==> config.mk <==
export PLATFORM = sky130hd
export DESIGN_NAME = submod_rx
export DESIGN_NICKNAME = d
export VERILOG_FILES = /design/src/rtl/submod_rx.sv
export SDC_FILE = /design/constraint.sdc
export NUM_CORES = 1
export LEC_CHECK = 0
export ABC_CLOCK_PERIOD_IN_PS = 5700
export BUFFER_PORTS_ARGS = -buffer_cell sky130_fd_sc_hd__buf_4
export CAP_MARGIN = 20
export CORE_MARGIN = 3
export CORE_UTILIZATION = 57
export CTS_CLUSTER_DIAMETER = 150
export DETAILED_ROUTE_END_ITERATION = 7
export GPL_TIMING_DRIVEN = 0
export PLACE_DENSITY_LB_ADDON = 0.2
export SLEW_MARGIN = 20
export SYNTH_ARGS = -nofsm -noshare
export SYNTH_HDL_FRONTEND = slang
export SYNTH_SLANG_ARGS = --single-unit
==> constraint.sdc <==
create_clock -name clk_i -period 5.7 [get_ports clk_i]
set_input_delay 1.71 -clock clk_i [delete_from_list [all_inputs] [get_ports clk_i]]
set_output_delay 1.71 -clock clk_i [all_outputs]
set_load 0.01 [all_outputs]
==> src/rtl/submod_rx.sv <==
// Receiver for the submod output channel: FWFT FIFO with sticky overflow/parity-error flags.
// Optional parity screening is enabled by defining SUBMOD_RX_PARITY_EN.
module submod_rx #(
    parameter int unsigned WIDTH = 4,
    parameter int unsigned DEPTH = 4
) (
    input  logic                     clk_i,
    input  logic                     rst_i,
    input  logic                     in_valid_i,
    input  logic [WIDTH-1:0]         in_data_i,
    input  logic                     in_par_i,
    output logic                     out_valid_o,
    input  logic                     out_ready_i,
    output logic [WIDTH-1:0]         out_data_o,
    output logic [$clog2(DEPTH):0]   count_o,
    output logic                     overflow_o,
    output logic                     par_err_o,
    input  logic                     clr_i
);

    localparam int unsigned PtrW = $clog2(DEPTH);
    localparam int unsigned CntW = PtrW + 1;
    localparam logic [CntW-1:0] CntFull = CntW'(DEPTH);

    logic [WIDTH-1:0] mem_q [DEPTH];
    logic [PtrW-1:0]  wr_ptr_q, wr_ptr_d;
    logic [PtrW-1:0]  rd_ptr_q, rd_ptr_d;
    logic [CntW-1:0]  count_q, count_d;
    logic             overflow_q, overflow_d;
    logic             word_good;
    logic             full, push, pop, ovf_set;

`ifdef SUBMOD_RX_PARITY_EN
    logic par_err_q, par_err_d;
    logic par_set;

    // Even parity over data plus parity bit.
    assign word_good = ~^{in_data_i, in_par_i};
    assign par_set   = in_valid_i && !word_good;
    assign par_err_o = par_err_q;

    always_comb begin
        par_err_d = par_err_q;
        if (par_set) begin
            par_err_d = 1'b1;
        end else if (clr_i) begin
            par_err_d = 1'b0;
        end
    end

    always_ff @(posedge clk_i) begin
        if (rst_i) begin
            par_err_q <= 1'b0;
        end else begin
            par_err_q <= par_err_d;
        end
    end
`else
    logic unused_par;
    assign unused_par = in_par_i;
    assign word_good  = 1'b1;
    assign par_err_o  = 1'b0;
`endif

    assign full    = (count_q == CntFull);
    assign pop     = out_valid_o && out_ready_i;
    assign push    = in_valid_i && word_good && (!full || pop);
    assign ovf_set = in_valid_i && word_good && full && !pop;

    assign out_valid_o = (count_q != '0);
    assign out_data_o  = mem_q[rd_ptr_q];
    assign count_o     = count_q;
    assign overflow_o  = overflow_q;

    always_comb begin
        wr_ptr_d   = wr_ptr_q;
        rd_ptr_d   = rd_ptr_q;
        count_d    = count_q;
        overflow_d = overflow_q;
        if (push) begin
            wr_ptr_d = wr_ptr_q + 1'b1;
        end
        if (pop) begin
            rd_ptr_d = rd_ptr_q + 1'b1;
        end
        case ({push, pop})
            2'b10:   count_d = count_q + 1'b1;
            2'b01:   count_d = count_q - 1'b1;
            default: count_d = count_q;
        endcase
        // A drop in the same cycle as clr keeps the flag set.
        if (ovf_set) begin
            overflow_d = 1'b1;
        end else if (clr_i) begin
            overflow_d = 1'b0;
        end
    end

    always_ff @(posedge clk_i) begin
        if (rst_i) begin
            wr_ptr_q   <= '0;
            rd_ptr_q   <= '0;
            count_q    <= '0;
            overflow_q <= 1'b0;
        end else begin
            wr_ptr_q   <= wr_ptr_d;
            rd_ptr_q   <= rd_ptr_d;
            count_q    <= count_d;
            overflow_q <= overflow_d;
        end
    end

    always_ff @(posedge clk_i) begin
        if (push && !rst_i) begin
            mem_q[wr_ptr_q] <= in_data_i;
        end
    end

endmodule

==> out/results.tsv <==
metric	value	unit
status	complete, no violations	
post_cts_buffers	0	
ys_ff_latch	26	
min_period_over_period	0.5946	
finalNetCount	115	
ir_drop	262.3	µV
cts_resized	0	
critPathBufInv	3	
n_fill_cell	132	
seq_area	680.7	µm²
hold_buffers	0	
fin_cells	123	
p_seq_frac	0.474	
p_comb_frac	0.289	
antenna_found_initial	0	
numPortBuffers	17	
post-dp-hpwl	1353	µm
setup_tns	0	ns
cts_sinks	26	
setup_viol	0	
synth_top_family_by_area	simple AND/OR/NAND/NOR gates	
yosysTopAreaCellShare	0.4329	
crit_chain	buf_4, nor4b_2, nor2b_2, inv_1, ha_1, inv_1, fa_1, xor2_1, or3_1, a21oi_1	
post-route-drc-count	0	
globalRouteOverflowTotal	0	
grt_pass1_wl	3153	µm
crit_fanout	5	
clk_latency	0.32	ns
endpoint_kind	flop	
synth_edf_count	16	
synth-simple-area-share	0.1082	
ys_async_sr_fraction	0	
netlist_top_cells_area	edfxtp_1 (43%), dfxtp_1 (18%), mux4_2 (8.1%), ha_1 (5.6%), nor2_1 (3.0%)	
slew_headroom	0.5419	
synth_cells	77	
slew_viol_final	0	
syn_to_final_growth	19.05	%
powerDensity	399.2	nW/µm²
critPathLaunchType	input port	
routed_wirelength	1768	µm
h-tree-depth	1	
critPathSlowestCell	fa_1	
hold_class	reg2reg	
grt_max_degree	16	
syn_area_per_cell	14.41	µm²
clkPwrFrac	0.237	
floorplan.initialDensity	0.6225	
place.gp.congestion	0.6908	
crit_type	in2reg	
synth-adder-area-share	0.07441	
die_x	50.13	µm
cp.arrival	3.66	ns
yosysUniqueCellTypes	25	
via_per_inst	5.228	
intPower	0.0003787	W
io_pins	20	
skew	0.007343	ns
n_antenna_cell	0	
cpMostUsedCell	inv_1	
ys.flop_type	edfxtp_1	
die_area	2513	µm²
dp_cells	119	
multiInputGateArea	395.4	µm²
path_delay_family	simple AND/OR/NAND/NOR gates	
vias	643	
rsz0062_at_grt	false	
clkTransAtPathRegs	0.14	ns
post_drt_wl_per_cell	14.37	µm
synth_compound_area_frac	0.03495	
seq_area_frac_synth	0.6133	
drt_pass1_iterations	4	
cts_buffer_depth	2	
worst_slew_pin_slew	0.6856	ns
critical_path.max_stage_delay	0.38	ns
die_y	50.13	µm
min_period	3.389	ns
cts_tree	yes	
leakage	0.5006	nW
max_freq	0.2951	GHz
critPathRequiredTime	5.97	ns
cts_root_buffer	clkbuf_4	
power.switching	0.0001487	W
synth_area	1110	µm²
coreArea	1783	µm²
final_hold_viol_count	0	
synth_mux_area_frac	0.1037	
grt_pass1_vias	643	
drtAntennaViolNets	0	
synth_area_leader_cell	edfxtp_1	
cts_buffers	3	
rows	15	
first_iter_violations	8	
yosysWarnings	0	
synth.net_count	93	
synth_xor_area_frac	0.03157	
layout-drive-gt1-share	0.3163	
cap_violations	0	
grt_usage	0.1728	
switching_share	0.2819	
kinds of logic (layout without fill, tap and decap cells):
kind of cell | after synthesis | count (layout)
flops | 26 | 26
simple gates | 20 | 20
buf+inv | 8 | 29
fa+ha+maj | 6 | 6
compound gates | 6 | 6
mux | 6 | 6
xor+xnor | 4 | 4
other cells | 1 | 1
worst reg2reg max path, delay by kind of cell (launching register included):
family,cells,cell delay (ns)
xor+xnor,1,0.16
buf+inv,2,0.23
flops,1,0.40
simple gates,3,0.78
fa+ha+maj,2,0.60
compound gates,1,0.14
sequential cells by signal, summed over array words and instances, names as in the netlist, named ones only:
name / cells
overflow_o: 1
wr_ptr_q: 2
count_o: 3
mem_q: 16
rd_ptr_q: 2
Yosys cell counts (2+ instances only):
cell and number:
xor2_1 3, a21oi_1 3, nor2_1 9, nand2b_1 2, nor3b_1 4, edfxtp_1 16
ha_1 5, dfxtp_1 10, mux4_2 4, inv_1 6
stage by stage:
stage | total power [W] | util | area (µm²) | setup WS (ns) | hold WS (ns)
after global routing | 0.0005605 | 0.7411 | 1321 | 2.199 | 0.5805
after floorplan | 0.0003463 | - | 1110 | 2.271 | 0.4807
after CTS | 0.0005308 | 0.7411 | 1321 | 2.302 | 0.5449
after global placement | 0.0003997 | 0.7116 | 1269 | 2.017 | 0.5050
final | 0.0005274 | 0.7411 | 1321 | 2.311 | 0.5350
after detailed placement | 0.0004079 | 0.7116 | 1269 | 1.961 | 0.5185
per-layer routing:
metal  track usage  wire (µm)  vias to the layer above
met4       0.09677         29                        0
met1        0.2182        742                      308
met2        0.2783        905                       18
li1              -          -                      313
met3       0.03021         90                        4
met5             0          0                        -
final cells by class:
cell class / instances / share of cell area
sequential: 26 / 0.5152
inverter: 6 / 0.01705
timing repair buffer: 17 / 0.09659
buffer: 2 / 0.008523
clock inverter: 1 / 0.02273
tap: 25 / 0.02367
clock buffer: 3 / 0.01705
multi-input combinational: 43 / 0.2992
worst paths after layout:
| kind | from | endpoint | slack [ns] | cells past startpoint |
|---|---|---|---|---|
| setup / recovery | out_ready_i | count_o[2]$_SDFFE_PP0P_ | 2.31 | 10 |
| hold reg to reg | wr_ptr_q[1]$_SDFFE_PP0P_ | wr_ptr_q[1]$_SDFFE_PP0P_ | 0.53 | 2 |
| setup reg to reg | count_o[1]$_SDFFE_PP0P_ | count_o[2]$_SDFFE_PP0P_ | 3.34 | 9 |
| hold / removal | wr_ptr_q[1]$_SDFFE_PP0P_ | wr_ptr_q[1]$_SDFFE_PP0P_ | 0.53 | 2 |
cell usage in the layout (no fill, tap or decap), drive strengths merged, types with 2 or more instances in the layout:
| cell type | count |
|---|---|
| ha | 5 |
| clkbuf | 4 |
| nand2b | 2 |
| dfxtp | 10 |
| a21oi | 3 |
| buf | 18 |
| nor2b | 2 |
| nor3b | 4 |
| inv | 6 |
| or3 | 2 |
| xor2 | 3 |
| edfxtp | 16 |
| nor2 | 9 |
| mux4 | 4 |
power groups by stage:
stage / sequential [W] / clock, W / combinational, W
3_5_place_dp: 0.000254 / 0 / 0.000154
3_3_place_gp: 0.000253 / 0 / 0.000146
2_1_floorplan: 0.000252 / 0 / 0.0000942
4_1_cts: 0.000250 / 0.000126 / 0.000155
6_report: 0.000250 / 0.000125 / 0.000153
5_1_grt: 0.000255 / 0.000136 / 0.000169
Power figures use the tool's default switching activity.
